==> config.mk <==
export PLATFORM = sky130hd
export DESIGN_NAME = rgb_pwm_fader
export DESIGN_NICKNAME = d
export VERILOG_FILES = /design/src/rtl/rgb_pwm_fader.sv
export SDC_FILE = /design/constraint.sdc
export NUM_CORES = 1
export LEC_CHECK = 0
export CORE_MARGIN = 4
export CORE_UTILIZATION = 50
export DETAILED_ROUTE_END_ITERATION = 7
export PLACE_DENSITY = 0.67
export SLEW_MARGIN = 20
export SYNTH_ARGS = -nofsm -noshare
export SYNTH_HDL_FRONTEND = slang
export SYNTH_SLANG_ARGS = --single-unit
==> constraint.sdc <==
create_clock -name sys_clk -period 4 [get_ports sys_clk]
set_clock_uncertainty 0.15 [all_clocks]
set_input_delay 0.4 -clock sys_clk [delete_from_list [all_inputs] [get_ports sys_clk]]
set_output_delay 0.4 -clock sys_clk [all_outputs]
set_load 0.01 [all_outputs]
==> src/rtl/rgb_pwm_fader.sv <==
// rgb_pwm_fader: multi-channel PWM generator with static or breathe modes, config applied at period boundaries.
module rgb_pwm_fader #(
    parameter int CHANNELS = 3,
    parameter int WIDTH    = 8,
    parameter int PRESCALE = 16,
    parameter int FADE_DIV = 1
) (
    input  logic                                         sys_clk,
    input  logic                                         rst,
    input  logic                                         cfg_valid,
    output logic                                         cfg_ready,
    input  logic [(CHANNELS > 1 ? $clog2(CHANNELS) : 1)-1:0] cfg_chan,
    input  logic [WIDTH-1:0]                             cfg_duty,
    input  logic                                         cfg_mode,
    output logic [CHANNELS-1:0]                          pwm,
    output logic                                         period_start
);
    localparam int CW = CHANNELS > 1 ? $clog2(CHANNELS) : 1;
    localparam int PW = PRESCALE > 1 ? $clog2(PRESCALE) : 1;
    localparam int FW = FADE_DIV > 1 ? $clog2(FADE_DIV) : 1;
    localparam logic [PW-1:0]    PRE_MAX  = PW'(PRESCALE - 1);
    localparam logic [FW-1:0]    FADE_MAX = FW'(FADE_DIV - 1);
    localparam logic [WIDTH-1:0] CNT_MAX  = '1;

    logic [PW-1:0]       pre_q, pre_d;
    logic [WIDTH-1:0]    cnt_q, cnt_d;
    logic [FW-1:0]       fade_q, fade_d;
    logic [WIDTH-1:0]    sh_duty_q [CHANNELS];
    logic [CHANNELS-1:0] sh_mode_q;
    logic [WIDTH-1:0]    level_q [CHANNELS];
    logic [WIDTH-1:0]    level_d [CHANNELS];
    logic [CHANNELS-1:0] dir_q, dir_d;
    logic [CHANNELS-1:0] pwm_q, pwm_d;
    logic                ps_q, rdy_q;
    logic                tick, boundary, step, wr;

    always_comb begin
        tick     = pre_q == PRE_MAX;
        boundary = tick && cnt_q == CNT_MAX;
        step     = boundary && fade_q == FADE_MAX;
        wr       = cfg_valid && rdy_q && ({1'b0, cfg_chan} < (CW + 1)'(CHANNELS));
        pre_d    = tick ? '0 : pre_q + 1'b1;
        cnt_d    = tick ? cnt_q + 1'b1 : cnt_q;
        fade_d   = boundary ? (step ? '0 : fade_q + 1'b1) : fade_q;
        for (int i = 0; i < CHANNELS; i++) begin
            pwm_d[i]   = level_q[i] > cnt_q;
            level_d[i] = level_q[i];
            dir_d[i]   = dir_q[i];
            // dir 0 = ramping up, 1 = ramping down; shadows are read pre-write so a coincident write waits a period
            if (boundary && !sh_mode_q[i]) begin
                level_d[i] = sh_duty_q[i];
                dir_d[i]   = 1'b0;
            end else if (step && !dir_q[i]) begin
                level_d[i] = level_q[i] < sh_duty_q[i] ? level_q[i] + 1'b1 :
                             (sh_duty_q[i] < level_q[i] ? sh_duty_q[i] : level_q[i]);
                dir_d[i]   = level_q[i] >= sh_duty_q[i];
            end else if (step) begin
                level_d[i] = level_q[i] != '0 ? level_q[i] - 1'b1 : level_q[i];
                dir_d[i]   = level_q[i] != '0;
            end
        end
    end

    always_ff @(posedge sys_clk) begin
        if (rst) begin
            pre_q     <= '0;
            cnt_q     <= '0;
            fade_q    <= '0;
            sh_mode_q <= '0;
            dir_q     <= '0;
            pwm_q     <= '0;
            ps_q      <= 1'b0;
            rdy_q     <= 1'b0;
            for (int i = 0; i < CHANNELS; i++) begin
                sh_duty_q[i] <= '0;
                level_q[i]   <= '0;
            end
        end else begin
            pre_q  <= pre_d;
            cnt_q  <= cnt_d;
            fade_q <= fade_d;
            dir_q  <= dir_d;
            pwm_q  <= pwm_d;
            ps_q   <= boundary;
            rdy_q  <= 1'b1;
            for (int i = 0; i < CHANNELS; i++) level_q[i] <= level_d[i];
            if (wr) begin
                sh_duty_q[cfg_chan] <= cfg_duty;
                sh_mode_q[cfg_chan] <= cfg_mode;
            end
        end
    end

    assign pwm          = pwm_q;
    assign period_start = ps_q;
    assign cfg_ready    = rdy_q;
endmodule

==> flow_summary.toml <==
[cts]
cts.hold.buffers_added = 0
postCtsResizedCells = 0
cts.reportedPaths.clkPinSlew_ns = 0.08
clk_path_buf_depth = 2
htree_num_levels = 3
cts_root_buf = "clkbuf_8"
sink_count_of_the_clock_tree = 72
clock_latency_ns = 0.35
cts_post_setup_buffers_inserted = 0
cts_tree = "yes"
clock_buffer_count_from_cts = 9

[sta]
min_period_over_period_pct = 84.1
min_period_ns = 3.36
finalHoldViolations = 0
worst_pin_slew_ns = 1.02
timing.max_slew.rel_slack_pct = 31.5
drv_slew = 0
grt_setup_unrepaired = "no"
max_freq_mhz = 297
setup_total_negative_slack_ns = 0
setup_viol = 0

[logic_synthesis]
synth_top_area_share_pct = 18.6
synth.area.mux_share_pct = 1.48
combinational_family_with_the_most_area_after_synthesis = "simple AND/OR/NAND/NOR gates"
netlist_top_cells_count = "ha_1, nand2_1, nor2_1, dfxtp_1, inv_1"
yosys.area_share.adder_pct = 14.3
synth_compound_gate_area_share_pct = 16.9
synthDominantAreaCellType = "dfxtp_1"
postSynth.asyncResetShare_pct = 0
synthesized_instance_count = 616
synth_area_um2 = 5170
synthFlopType = "dfxtp_1"
yosys_warnings = 0
synth_fp_nets = 689
synth_cell_types = 66
synth.area.top_cells = "dfxtp_1, ha_1, edfxtp_1"
yosysMostFrequentCell = "ha_1"
synthesis.area_per_instance_um2 = 8.40
synth-xor-area-share_pct = 2.54
basic_gate_share_of_the_synthesized_area_counting_and_or_nand_and_nor_cells_pct = 27.7
synth_edf_count = 24
synth_seq_cells = 72
ys_seq_area_share_pct = 32.5

[critical_path]
timing.reg2reg.worst_path_depth = 8
worstSetupStartpointType = "flip-flop"
cp.arrival_ns = 3.50
cp-startpoint = "cnt_q[0]$_SDFFE_PP0N_"
timing.reg2reg.setup_slack_ns = 0.64
worst_r2r_startpoint = "cnt_q[0]$_SDFFE_PP0N_"
crit_path_max_fanout = 10
regToRegEndpoint = "level_q[0][8]$_SDFFE_PP0P_"
cp.required_ns = 4.14
worst-setup-path-type = "reg2reg"
critical_path.endpoint_type = "flip-flop"
worstSetupEndpoint = "level_q[0][8]$_SDFFE_PP0P_"

[routing]
first_iteration_detailed_routing_drc_count = 439
detail_route.vias_per_cell = 6.18
final_antenna_net_count = 0
detail_route.wl_per_cell_um = 18.0
vias = 4788
drt-pass1-iter-count = 5
totalWireLength_mm = 13.9
remaining_drc_errors = 0

[global_routing]
antenna_found_initial = 0
globalRoute.totalOverflow = 0
grt_pass1_vias = 4474
first_pass_grt_wire_length_mm = 22.7
grt_max_degree = 27
global_route.usage.total_pct = 24.5

[layout]
flow.area_growth_from_synthesis_pct = 9.87
area.sequential_um2 = 1680
antenna-diode-count = 0
layout.filler_cells = 920
final_cell_area_um2 = 5680
final_layout_size_suffix_gt1_share_pct = 6.54
area_used_by_multi_input_combinational_logic_um2 = 3250
nNetsFinal = 710

[floorplan]
die-width_um = 110
rows = 36
start_util_pct = 52.2
coreArea_um2 = 9910
boundaryPins = 19
die-area_um2 = 12000
die_h_um = 110

[power_and_ir_drop]
p_seq_share_pct = 56.8
int_pwr_uw = 1020
p_per_cell_area_nw_per_um2 = 241
switching_share_pct = 25.5
power_switching_uw = 348
p_comb_share_pct = 6.0
leakagePower_uw = 0.00236
power.ir.vdd_worst_mv = 0.149
p_clk_share_pct = 37.2

[placement]
place.detailed.hpwl_mm = 10.5
placedInstanceArea_um2 = 5530
port_buffers = 18
place.gp.congestion = 0.869

[min_path]
timing.hold.worst.class = "reg2reg"

[run]
timing.max_cap.violations = 0

[status]
run_status = "finished, final reports clean"
-- sequential cells by signal (all words and copies together) (netlist names) --
name	flops
level_q	24
sh_duty_q	24
cnt_q	8
pre_q	4
dir_q	3
pwm	3
sh_mode_q	3
cfg_ready	1
fade_q	1
period_start	1
-- critical path: stages (launching register included) --
cell     delay [ns]
dfxtp_1        0.52
ha_1           0.28
nand3_1        0.11
or4_1          0.72
or2_0          0.41
or3_4          0.45
and2_4         0.17
or3_1          0.33
a31oi_1        0.15
-- per-stage QoR --
step	setup slack (ns)	util [%]	cells	hold slack (ns)	total power, uW
3_5_place_dp	0.697	55.8	759	0.337	875
2_1_floorplan	1.01	-	616	0.306	836
4_1_cts	0.670	57.4	775	0.348	1380
5_1_grt	0.498	57.4	775	0.367	1410
3_3_place_gp	0.772	55.8	759	0.319	873
6_report	0.635	57.4	775	0.345	1370
-- final cells by class --
class,count,share of cell area [%]
Sequential cell,72,29.6
Clock inverter,5,0.418
Clock buffer,11,2.31
Inverter,44,2.91
Timing Repair Buffer,29,4.62
Multi-Input combinational cell,481,57.2
Tap cell,133,2.93
-- layout by cell type (no fill, tap or decap), drive strengths merged, types with 5 or more instances in the layout --
master         synthesis  routed
edfxtp                24      24
a21oi                 38      38
nand4                 21      21
nor2                  52      52
ha                    59      59
nor4                  10      10
inv                   44      44
nand3                 22      22
or4                    7       7
nor3                  13      13
o21ai                 34      34
and3                   6       6
clkdlybuf4s50          0      18
xnor2                 13      13
nand2                 52      52
a31oi                 13      13
nor4b                  5       5
clkbuf                15      11
nand2b                 6       6
a21o                   9       9
or3                    7       7
mux2                   5       5
clkinv                 0       5
nor2b                 11      11
and4                   5       5
buf                    4      11
dfxtp                 48      48
and2                  27      27
-- metal layers --
layer	vias to the layer above	GRT usage, %	share of wire [%]
li1	2294	-	-
met1	2293	32.4	44
met2	178	41.2	48
met3	23	3.11	5.7
met4	0	8.55	2.1
met5	-	0	0
-- worst min-delay path by stage --
stage	from	endpoint	slack (ns)	cells past startpoint
floorplan	pre_q[0]$_SDFF_PP0_	pre_q[0]$_SDFF_PP0_	0.31	1
global placement	pre_q[0]$_SDFF_PP0_	pre_q[0]$_SDFF_PP0_	0.32	1
detailed placement	pre_q[0]$_SDFF_PP0_	pre_q[0]$_SDFF_PP0_	0.34	1
CTS	pre_q[0]$_SDFF_PP0_	pre_q[0]$_SDFF_PP0_	0.35	1
global route	pre_q[0]$_SDFF_PP0_	pre_q[0]$_SDFF_PP0_	0.37	1
finish	pre_q[0]$_SDFF_PP0_	pre_q[0]$_SDFF_PP0_	0.35	1
-- kinds of logic (layout without fill, tap and decap cells) --
| kind of cell | Yosys count | count (layout) |
|---|---|---|
| muxes | 7 | 7 |
| and+or+nand+nor | 262 | 262 |
| adders and majority gates | 59 | 59 |
| xor gates and xnor gates | 15 | 15 |
| AOI/OAI and AO/OA | 138 | 138 |
| DFF | 72 | 72 |
| buffers and inverters | 63 | 89 |
-- power groups by stage --
| stage | registers (uW) | clock network [uW] | logic, uW |
|---|---|---|---|
| 5_1_grt | 778 | 543 | 90.8 |
| 2_1_floorplan | 790 | 0 | 45.7 |
| 6_report | 777 | 508 | 82.2 |
| 3_3_place_gp | 793 | 0 | 79.4 |
| 3_5_place_dp | 793 | 0 | 82.0 |
| 4_1_cts | 776 | 521 | 82.3 |
Power figures use the tool's default switching activity.
